**config.mk**
```make
export PLATFORM = sky130hd
export DESIGN_NAME = hazard_stall_ctrl
export DESIGN_NICKNAME = d
export VERILOG_FILES = /design/src/rtl/hazard_stall_ctrl.sv
export SDC_FILE = /design/constraint.sdc
export NUM_CORES = 1
export LEC_CHECK = 0
export ABC_AREA = 1
export BUFFER_PORTS_ARGS = -buffer_cell sky130_fd_sc_hd__buf_2
export CORE_MARGIN = 2
export CORE_UTILIZATION = 36
export DETAILED_ROUTE_END_ITERATION = 12
export PLACE_DENSITY = 0.92
export RECOVER_POWER = 50
export REMOVE_ABC_BUFFERS = 1
export SETUP_SLACK_MARGIN = 0.5
export SYNTH_ARGS = -nofsm -noshare
export SYNTH_HDL_FRONTEND = slang
export SYNTH_SLANG_ARGS = --single-unit
```
**constraint.sdc**
```tcl
create_clock -name clk -period 1.32 [get_ports clk]
set_clock_uncertainty 0.1 [all_clocks]
set_input_delay 0.264 -clock clk [delete_from_list [all_inputs] [get_ports clk]]
set_output_delay 0.264 -clock clk [all_outputs]
set_load 0.05 [all_outputs]
```
**src/rtl/hazard_stall_ctrl.sv**
```systemverilog
`default_nettype none
// ============================================================================
//  Module      : hazard_stall_ctrl
//  Description : Load-use hazard, memory-freeze and branch-flush controller
//                for the 5-stage core. Optional stall statistics counters are
//                built only when HAZARD_STATS_EN is defined.
//  Revision    : 1.0 - initial release
// ============================================================================
module hazard_stall_ctrl #(
    parameter int REG_AW   = 5,
    parameter int LOAD_LAT = 1,
    parameter int CNT_W    = 16
) (
    input  logic              clk,
    input  logic              rst_n,
    input  logic              idex_memread,
    input  logic [REG_AW-1:0] idex_rd,
    input  logic [REG_AW-1:0] ifid_rs1,
    input  logic [REG_AW-1:0] ifid_rs2,
    input  logic              ifid_use_rs1,
    input  logic              ifid_use_rs2,
    input  logic              branch_taken,
    input  logic              mem_busy,
    output logic              pc_write,
    output logic              ifid_write,
    output logic              idex_bubble,
    output logic              ifid_flush,
    output logic              pipe_freeze,
    output logic              stall,
    output logic [CNT_W-1:0]  lu_stall_cnt,
    output logic [CNT_W-1:0]  mem_stall_cnt
);

    localparam int                  c_lu_cnt_w  = $clog2(LOAD_LAT) + 1;
    localparam logic [c_lu_cnt_w-1:0] c_lu_reload = c_lu_cnt_w'(LOAD_LAT - 1);
    localparam logic [c_lu_cnt_w-1:0] c_lu_one    = c_lu_cnt_w'(1);

    localparam logic [1:0] c_st_run     = 2'd0;
    localparam logic [1:0] c_st_lu_wait = 2'd1;
    localparam logic [1:0] c_st_freeze  = 2'd2;

    logic [1:0]            r_state;
    logic [1:0]            w_state_nxt;
    logic [c_lu_cnt_w-1:0] r_lu_cnt;
    logic [c_lu_cnt_w-1:0] w_lu_cnt_nxt;

    logic w_lu_hit;
    logic w_in_wait;
    logic w_pc_write;
    logic w_ifid_write;
    logic w_idex_bubble;
    logic w_ifid_flush;
    logic w_pipe_freeze;

    // x0 is hard-wired to zero, so a load targeting it can never hazard.
    assign w_lu_hit = idex_memread && (idex_rd != '0) &&
                      ((ifid_use_rs1 && (ifid_rs1 == idex_rd)) ||
                       (ifid_use_rs2 && (ifid_rs2 == idex_rd)));

    // Leaving FREEZE resumes an interrupted load-use stall if bubbles remain.
    assign w_in_wait = (r_state == c_st_lu_wait) ||
                       ((r_state == c_st_freeze) && (r_lu_cnt != '0));

    always_comb begin
        w_state_nxt   = c_st_run;
        w_lu_cnt_nxt  = r_lu_cnt;
        w_pc_write    = 1'b1;
        w_ifid_write  = 1'b1;
        w_idex_bubble = 1'b0;
        w_ifid_flush  = 1'b0;
        w_pipe_freeze = 1'b0;

        if (mem_busy) begin
            w_pc_write    = 1'b0;
            w_ifid_write  = 1'b0;
            w_pipe_freeze = 1'b1;
            w_state_nxt   = c_st_freeze;
        end else if (branch_taken) begin
            w_idex_bubble = 1'b1;
            w_ifid_flush  = 1'b1;
            w_lu_cnt_nxt  = '0;
            w_state_nxt   = c_st_run;
        end else if (w_in_wait) begin
            w_pc_write    = 1'b0;
            w_ifid_write  = 1'b0;
            w_idex_bubble = 1'b1;
            if (r_lu_cnt <= c_lu_one) begin
                w_lu_cnt_nxt = '0;
                w_state_nxt  = c_st_run;
            end else begin
                w_lu_cnt_nxt = r_lu_cnt - c_lu_one;
                w_state_nxt  = c_st_lu_wait;
            end
        end else if (w_lu_hit) begin
            w_pc_write    = 1'b0;
            w_ifid_write  = 1'b0;
            w_idex_bubble = 1'b1;
            w_lu_cnt_nxt  = c_lu_reload;
            w_state_nxt   = (c_lu_reload != '0) ? c_st_lu_wait : c_st_run;
        end
    end

    always_ff @(posedge clk or negedge rst_n) begin
        if (!rst_n) begin
            r_state  <= c_st_run;
            r_lu_cnt <= '0;
        end else begin
            r_state  <= w_state_nxt;
            r_lu_cnt <= w_lu_cnt_nxt;
        end
    end

    assign pc_write    = w_pc_write;
    assign ifid_write  = w_ifid_write;
    assign idex_bubble = w_idex_bubble;
    assign ifid_flush  = w_ifid_flush;
    assign pipe_freeze = w_pipe_freeze;
    assign stall       = ~w_pc_write;

`ifdef HAZARD_STATS_EN
    logic [CNT_W-1:0] r_lu_stall_cnt;
    logic [CNT_W-1:0] r_mem_stall_cnt;

    // Flush cycles also bubble ID/EX but are not load-use stalls.
    always_ff @(posedge clk or negedge rst_n) begin
        if (!rst_n) begin
            r_lu_stall_cnt  <= '0;
            r_mem_stall_cnt <= '0;
        end else begin
            if (w_idex_bubble && !w_ifid_flush && (r_lu_stall_cnt != '1))
                r_lu_stall_cnt <= r_lu_stall_cnt + CNT_W'(1);
            if (w_pipe_freeze && (r_mem_stall_cnt != '1))
                r_mem_stall_cnt <= r_mem_stall_cnt + CNT_W'(1);
        end
    end

    assign lu_stall_cnt  = r_lu_stall_cnt;
    assign mem_stall_cnt = r_mem_stall_cnt;
`else
    assign lu_stall_cnt  = '0;
    assign mem_stall_cnt = '0;
`endif

endmodule
`default_nettype wire

```
## Word level (Yosys, flattened, before mapping)

Index checks and enable logic that the tools add are counted.

- Logic and storage cells: 39
- Bits in registers: 3
- Output and inout bits: 38
- Bits of input ports: 22

- $lt $le $gt $ge: 1
- Equality and inequality tests: 4
- Bitwise logic cells: 2
- Add/subtract/negate cells: 1
- Multiplexer cells: 19
- Reduce and logical (&&, ||, !) cells: 10

Operators with widths:

| operator | number |
|---|---|
| $mux 1 | 16 |
| $eq 5x5->1 | 2 |
| $mux 2 | 3 |
| $logic_and 1x1->1 | 5 |
| $reduce_bool 5->1 | 1 |
| $reduce_bool 3->1 | 1 |
| $eq 2x1->1 const B | 1 |
| $eq 2x2->1 const B | 1 |
| $logic_or 1x1->1 | 2 |
| $not 1->1 | 2 |
| $reduce_and 2->1 | 1 |
| $le 1x1->1 const B | 1 |
| $sub 1x1->1 const B | 1 |

## Depth between registers and ports, before layout

Gate-level depths: netlist (run 1).

- Depth after elaboration: 9
- Gate-level depth with buffers: 10

## Least setup slack after synthesis (run 1)

OpenSTA, ideal clock, no wires.

- Path type: input port to output port
- Start: input branch_taken
- End: output pc_write
- Arrival time: 1.791 ns
- Cell stages on the path: 5
- Path slack: -0.835 ns
- Data required time: 0.956 ns
- Cell sequence: inv_1 > nor2_1 > inv_1 > nand2_1 > buf_4

- Longest elaborated chain between the ends: 2

RTL lines:

| what | RTL line | RTL |
|---|---|---|
| start, declared | 22 | `input logic branch_taken,` |
| $mux 1 (2 in series) | -- |  |
| end, declared | 24 | `output logic pc_write,` |

No other way between the ends.

## Final worst setup path (run 1)

- Start: input ifid_rs1[1]
- End: output ifid_write

- Longest elaborated chain between the ends: 8

RTL lines:

| what | RTL line | RTL |
|---|---|---|
| start, declared | 18 | `input logic [REG_AW-1:0] ifid_rs1,` |
| $eq 5x5->1 | 57 | `((ifid_use_rs1 && (ifid_rs1 == idex_rd)) \|\|` |
| $logic_and 1x1->1 | 57 |  |
| $logic_or 1x1->1 | 57 |  |
| $logic_and 1x1->1 | 56 | `assign w_lu_hit = idex_memread && (idex_rd != '0) &&` |
| $mux 1 | 94 | `end else if (w_lu_hit) begin` |
| $mux 1 | 83 | `end else if (w_in_wait) begin` |
| $mux 1 | 78 | `end else if (branch_taken) begin` |
| $mux 1 | 73 | `if (mem_busy) begin` |
| end, declared | 25 | `output logic ifid_write,` |

No other way between the ends.

==> results.ini, run 1 <==
[sta]
rsz_0062_raised_after_global_routing = true
fin_setup_tns_ps = -531.5
postLayoutSetupSlackWorst_ps = -153.5
fmaxAchievable_ghz = 0.6787
report.final.setup_viol = 4
timing.final.hold_violations = 0
period_share_pct = 111.6
final-max-slew-violation-count = 0
finalCriticalPeriod_ps = 1473

[worst_setup_path]
critical_path_required_ps = 960
timing.critical_path.fanout_max = 3
cp_common_cell = sky130_fd_sc_hd__nand2_1
family_with_the_most_delay_on_the_worst_path = simple AND/OR/NAND/NOR gates
arrival_time_worst_endpoint_ps = 1110
crit_path_top_delay_cell = sky130_fd_sc_hd__buf_8
setup.worst_path.start_class = input pin
list_of_cells_traversed_by_the_critical_path = buf_2, inv_1, nand2_1, nand2_1, nor2_1, nand3_1, nand2_2, nand2_1, nand2_1, nand2_2, buf_8
worst-path-buf-inv = 3
timing.critical_path.slowest_cell_delay_ps = 150
setup.worst_path.end_class = output pin
timing.setup.critical_path_class = in2out

[logic_synthesis]
synthesis.area_per_instance_sq_um = 5.115
syn-instance-count = 102
synth.area.top_cells = sky130_fd_sc_hd__buf_4 49%, sky130_fd_sc_hd__nand2_1 24%, sky130_fd_sc_hd__inv_1 12%, sky130_fd_sc_hd__nor2_1 6.5%, sky130_fd_sc_hd__nand3_1 3.8%
yosys.cell_count.top_type = sky130_fd_sc_hd__buf_4
synth.cell_area_sq_um = 521.8
synth-warning-count = 0
synth_top_cells_by_count = 34 x sky130_fd_sc_hd__buf_4, 33 x sky130_fd_sc_hd__nand2_1, 16 x sky130_fd_sc_hd__inv_1
synth_top_area_share_pct = 48.92
netlist-cell-type-count = 10
seq_area_frac_synth_pct = 0
netlist.top_cell.by_area = sky130_fd_sc_hd__buf_4

[cells_and_area]
nClkBuffers = 0
share_of_layout_cells_above_drive_strength_1_pct = 31.75
post-route-cell-area_sq_um = 679.4
multi_input_area_sq_um = 330.3
nFillCells = 153
synthToLayoutAreaGrowth_pct = 30.22
layout.core_utilization_pct = 50.94
layout.nets = 150
ff_latch_area_sq_um = 0
num_antenna_cells = 0
seq_cells = 0

[placement]
finalWeightedCongestion = 0.7394
port_buffers = 26
place_area_sq_um = 531.8
detail_placement_hpwl_um = 806.1

[detailed_routing]
wire_length_reported_by_the_detailed_router_um = 1025
drt_drc_violations_left = 0
routedLengthMet1_um = 340
antenna_left = 0
met2RoutedLength_um = 580
highest_metal_layer_used_by_the_detailed_router = met3
met3RoutedLength_um = 103
routed-via-count = 517
drt_iter0_drc = 7
drt_pre_antenna_iters = 2
wire_length_per_cell_after_detailed_routing_um = 7.270
vias_per_cell = 3.667

[global_route]
grt_util_all_layers_pct = 10.47
antenna_found_initial = 0
grt_overflow_total = 0
grt_first_pass_wirelength_um = 1600
grt_max_degree = 5
first_global_vias = 448

[floorplanning]
core-area_sq_mm = 0.001334
pin_count = 60
floorplan.initialDensity_pct = 39.12
die-width_um = 42.07
row_count = 13
floorplan.die.height_um = 42.07
die_area_sq_mm = 0.001770

[hold_path]
worstHoldPathType = in2out

[power_and_ir_drop]
cellPowerDensity_mw_per_mm2 = 588.7
power_leakage_nw = 0.4657
worst_ir_drop_vdd_mv = 0.2100

[run_status]
run_status = complete, but fails checks
violations = negative setup slack

[clock_network]
hold_buffers = 0

[flow_run]
maxCapViolCount = 0

[area by class of cell]
class | instances | area share [%]
Multi-Input combinational cell | 81 | 48.62
Timing Repair Buffer | 27 | 38.31
Inverter | 18 | 10.31
Tap cell | 15 | 2.762
[repair_timing]
action / in CTS / in global routing
pin swaps: 16 / 11
setup endpoints to repair: 6 / 6
resized for setup: 37 / 9
setup buffers: 0 / 1
[logic make-up (layout without fill, tap and decap cells)]
group                  count (synthesis)  after routing  share of synthesized area, %
AOI/OAI and AO/OA                      1              1                        0.9583
buffers and inverters                 52             45                         61.87
other                                  1             32                        0.7187
and+or+nand+nor                       48             48                         36.45
[metrics by stage]
stage	cells	worst slack [ps]	total power [W]	hold WS, ps
after global routing	141	-241.7	0.0004221	694.4
after detailed placement	140	-279.7	0.0003426	739.5
after global placement	140	-252.4	0.0003408	739.0
final	141	-153.5	0.0003999	686.0
after CTS	140	-162.0	0.0003895	707.9
after floorplan	99	-835.7	0.0002830	428.0
[path summary, 6_finish.rpt]
check / startpoint / to / slack, ps / cells past startpoint
setup / recovery: ifid_rs1[1] / ifid_write / -150 / 11
hold / removal: mem_busy / ifid_flush / 690 / 3
[routing by layer]
layer / vias up / track usage [%]
met2: 28 / 22.19
met1: 211 / 11.90
li1: 278 / -
met5: - / 0
met4: 0 / 0
met3: 0 / 0.4310
[cells in the final DEF (no fill, tap or decap), drive strengths merged]
cell type and count:
nor2 9, nand2 34, nand3 4, conb 32, buf 26, nand4 1, o21ai 1, inv 18
clkbuf 1
[report_power, final]
| group | leakage (nW) | internal, W | total (W) | switching [W] |
|---|---|---|---|---|
| Sequential | 0 | 0 | 0 | 0 |
| Combinational | 0.466 | 0.0000953 | 0.000400 | 0.000305 |
| Clock | 0 | 0 | 0 | 0 |
No activity file was read; power rests on OpenSTA's default activity.
==> run 2: changes to the inputs <==
CORE_UTILIZATION = 38   (was 36)
PLACE_DENSITY = 0.95   (was 0.92)
clock period = 1.7 ns   (was 1.32 ns; I/O delays follow)
==> run 2 against run 1 <==
The run now ends clean. Non-clock buffer count down 1. Sequential share of layout area unchanged. Via count up 0.39%. Critical path type unchanged. Utilization up 0.28 points. Die area down 4.8%. Power down 23%. Count of clock-buffer cells in the layout unchanged.
==> results.ini, run 2 (same netlist as run 1, synthesis figures left out) <==
[run_status]
run_status = completed

[power_and_ir_drop]
internal_power_w = 0.00006924
power.share.combinational_pct = 100.0
worst_ir_drop_vdd_mv = 0.1617
power_frac_clock_pct = 0
switching_share_pct = 77.39
netSwitchingPower_w = 0.0002370
totalPowerFinal_w = 0.0003062
power_leakage_nw = 0.4560
sequentialPowerShare_pct = 0
cellPowerDensity_mw_per_mm2 = 465.3

[cells_and_area]
nClkBuffers = 0
num_antenna_cells = 0
layout_common_cells = 32 x sky130_fd_sc_hd__conb_1, 29 x sky130_fd_sc_hd__nand2_1, 12 x sky130_fd_sc_hd__buf_2
multi_input_area_sq_um = 327.8
seq_cells = 0
ff_latch_area_sq_um = 0
instances_no_fill = 140
share_of_layout_cells_above_drive_strength_1_pct = 31.20
layout.nets = 149
nFillCells = 139
synthToLayoutAreaGrowth_pct = 26.14
layout.core_utilization_pct = 51.22
layout_commonest_cell = sky130_fd_sc_hd__conb_1

[detailed_routing]
drt_pre_antenna_iters = 4
routed-via-count = 519
vias_per_cell = 3.707
wire_length_reported_by_the_detailed_router_um = 982
antenna_left = 0
drt_drc_violations_left = 0
wire_length_per_cell_after_detailed_routing_um = 7.014
drt_iter0_drc = 7

[floorplanning]
die-width_um = 41.06
floorplan.initialDensity_pct = 40.60
pin_count = 60
die_area_sq_mm = 0.001686
core-area_sq_mm = 0.001285
floorplan.die.height_um = 41.06
row_count = 13

[worst_setup_path]
worstSetupStartpoint = idex_rd[1]
arrival_time_worst_endpoint_ps = 1210
setup.worst_path.start_class = input pin
timing.setup.critical_path_class = in2out
list_of_cells_traversed_by_the_critical_path = buf_8, inv_4, nand2_2, nand2_1, nor2_1, nand3_1, nand2_2, nand2_1, nand2_1, nand2_2, buf_8
critical_path_required_ps = 1260
timing.critical_path.fanout_max = 3
crit_path_top_delay_cell = sky130_fd_sc_hd__buf_8
setup.worst_path.end_class = output pin
timing.critical_path.slowest_cell_delay_ps = 160
crit_end = pc_write

[sta]
fmaxAchievable_ghz = 0.6054
fin_hold_ws_ps = 881.9
timing.final.hold_violations = 0
report.final.setup_viol = 0
final-max-slew-violation-count = 0
rsz_0062_raised_after_global_routing = true
finalCriticalPeriod_ps = 1652
period_share_pct = 97.17

[global_route]
antenna_found_initial = 0
groute.layer.met1.usage_pct = 11.08
grt_max_degree = 5
grt_util_all_layers_pct = 10.11
global_route.peak_usage_layer = met2
grt_first_pass_wirelength_um = 1228
grt_overflow_total = 0
globalRouteMet2Util_pct = 21.88
use_met3_pct = 0
first_global_vias = 355

[placement]
finalWeightedCongestion = 0.6389
dp_cells = 140
detail_placement_hpwl_um = 779.6
port_buffers = 26

[flow_run]
maxCapViolCount = 0

[clock_network]
cts_post_setup_buffers_inserted = 0

[hold_path]
worstHoldPathType = in2out

run 2: changes by cell type in the layout (fill, tap and decap cells not counted):
cell | before | now
sky130_fd_sc_hd__nor2_2 | 0 | 1
sky130_fd_sc_hd__nand2_2 | 4 | 5
sky130_fd_sc_hd__inv_1 | 10 | 11
sky130_fd_sc_hd__buf_6 | 12 | 9
sky130_fd_sc_hd__buf_2 | 9 | 12
sky130_fd_sc_hd__inv_2 | 7 | 4
sky130_fd_sc_hd__clkbuf_2 | 1 | 0
sky130_fd_sc_hd__nor2_4 | 1 | 0
sky130_fd_sc_hd__inv_4 | 1 | 3
sky130_fd_sc_hd__nand2_1 | 30 | 29
run 2: repair_timing:
action,CTS,global route
endpoints found under the setup margin,5,5
pin swaps,16,16
resized for setup,28,12
hold buffers,0,0
run 2: how the worst min path moves through the flow:
stage                  start           to  slack (ps)  depth (start not counted)
finish              mem_busy   ifid_flush         880                          3
global route        mem_busy   ifid_flush         890                          3
CTS                 mem_busy   ifid_flush         870                          3
detailed placement  mem_busy  pipe_freeze         890                          2
global placement    mem_busy  pipe_freeze         890                          2
floorplan           mem_busy  pipe_freeze         580                          0
run 2: metal layers:
metal | wire (um) | vias to the layer above | part of all wire [%]
li1 | - | 274 | -
met1 | 351 | 214 | 36
met2 | 528 | 31 | 54
met3 | 103 | 0 | 10
met4 | 0 | 0 | 0
met5 | 0 | - | 0
run 2: critical path, delay by kind of cell:
kind | cells | cell delay (ps)
buffers and inverters | 3 | 270
and+or+nand+nor | 8 | 600
run 2: per-stage QoR:
step	cell area [sq um]	TNS (ps)	setup WS, ps
global placement	531.8	-85.27	-42.80
global route	658.1	-42.16	-21.23
floorplan	382.9	-1519	-607.7
detailed placement	531.8	-143.6	-57.62
finish	658.1	0	48.14
CTS	619.3	0	50.26
run 2: cell type report:
cell class | instances | share of cell area (%)
timing repair buffer | 26 | 35.93
inverter | 18 | 11.41
multi-input combinational | 81 | 49.81
tap | 15 | 2.852
run 2: power by group through the flow:
stage,clock (W),combinational [W],sequential (W)
floorplan,0,0.000220,0
global placement,0,0.000264,0
detailed placement,0,0.000266,0
CTS,0,0.000294,0
global route,0,0.000326,0
finish,0,0.000306,0
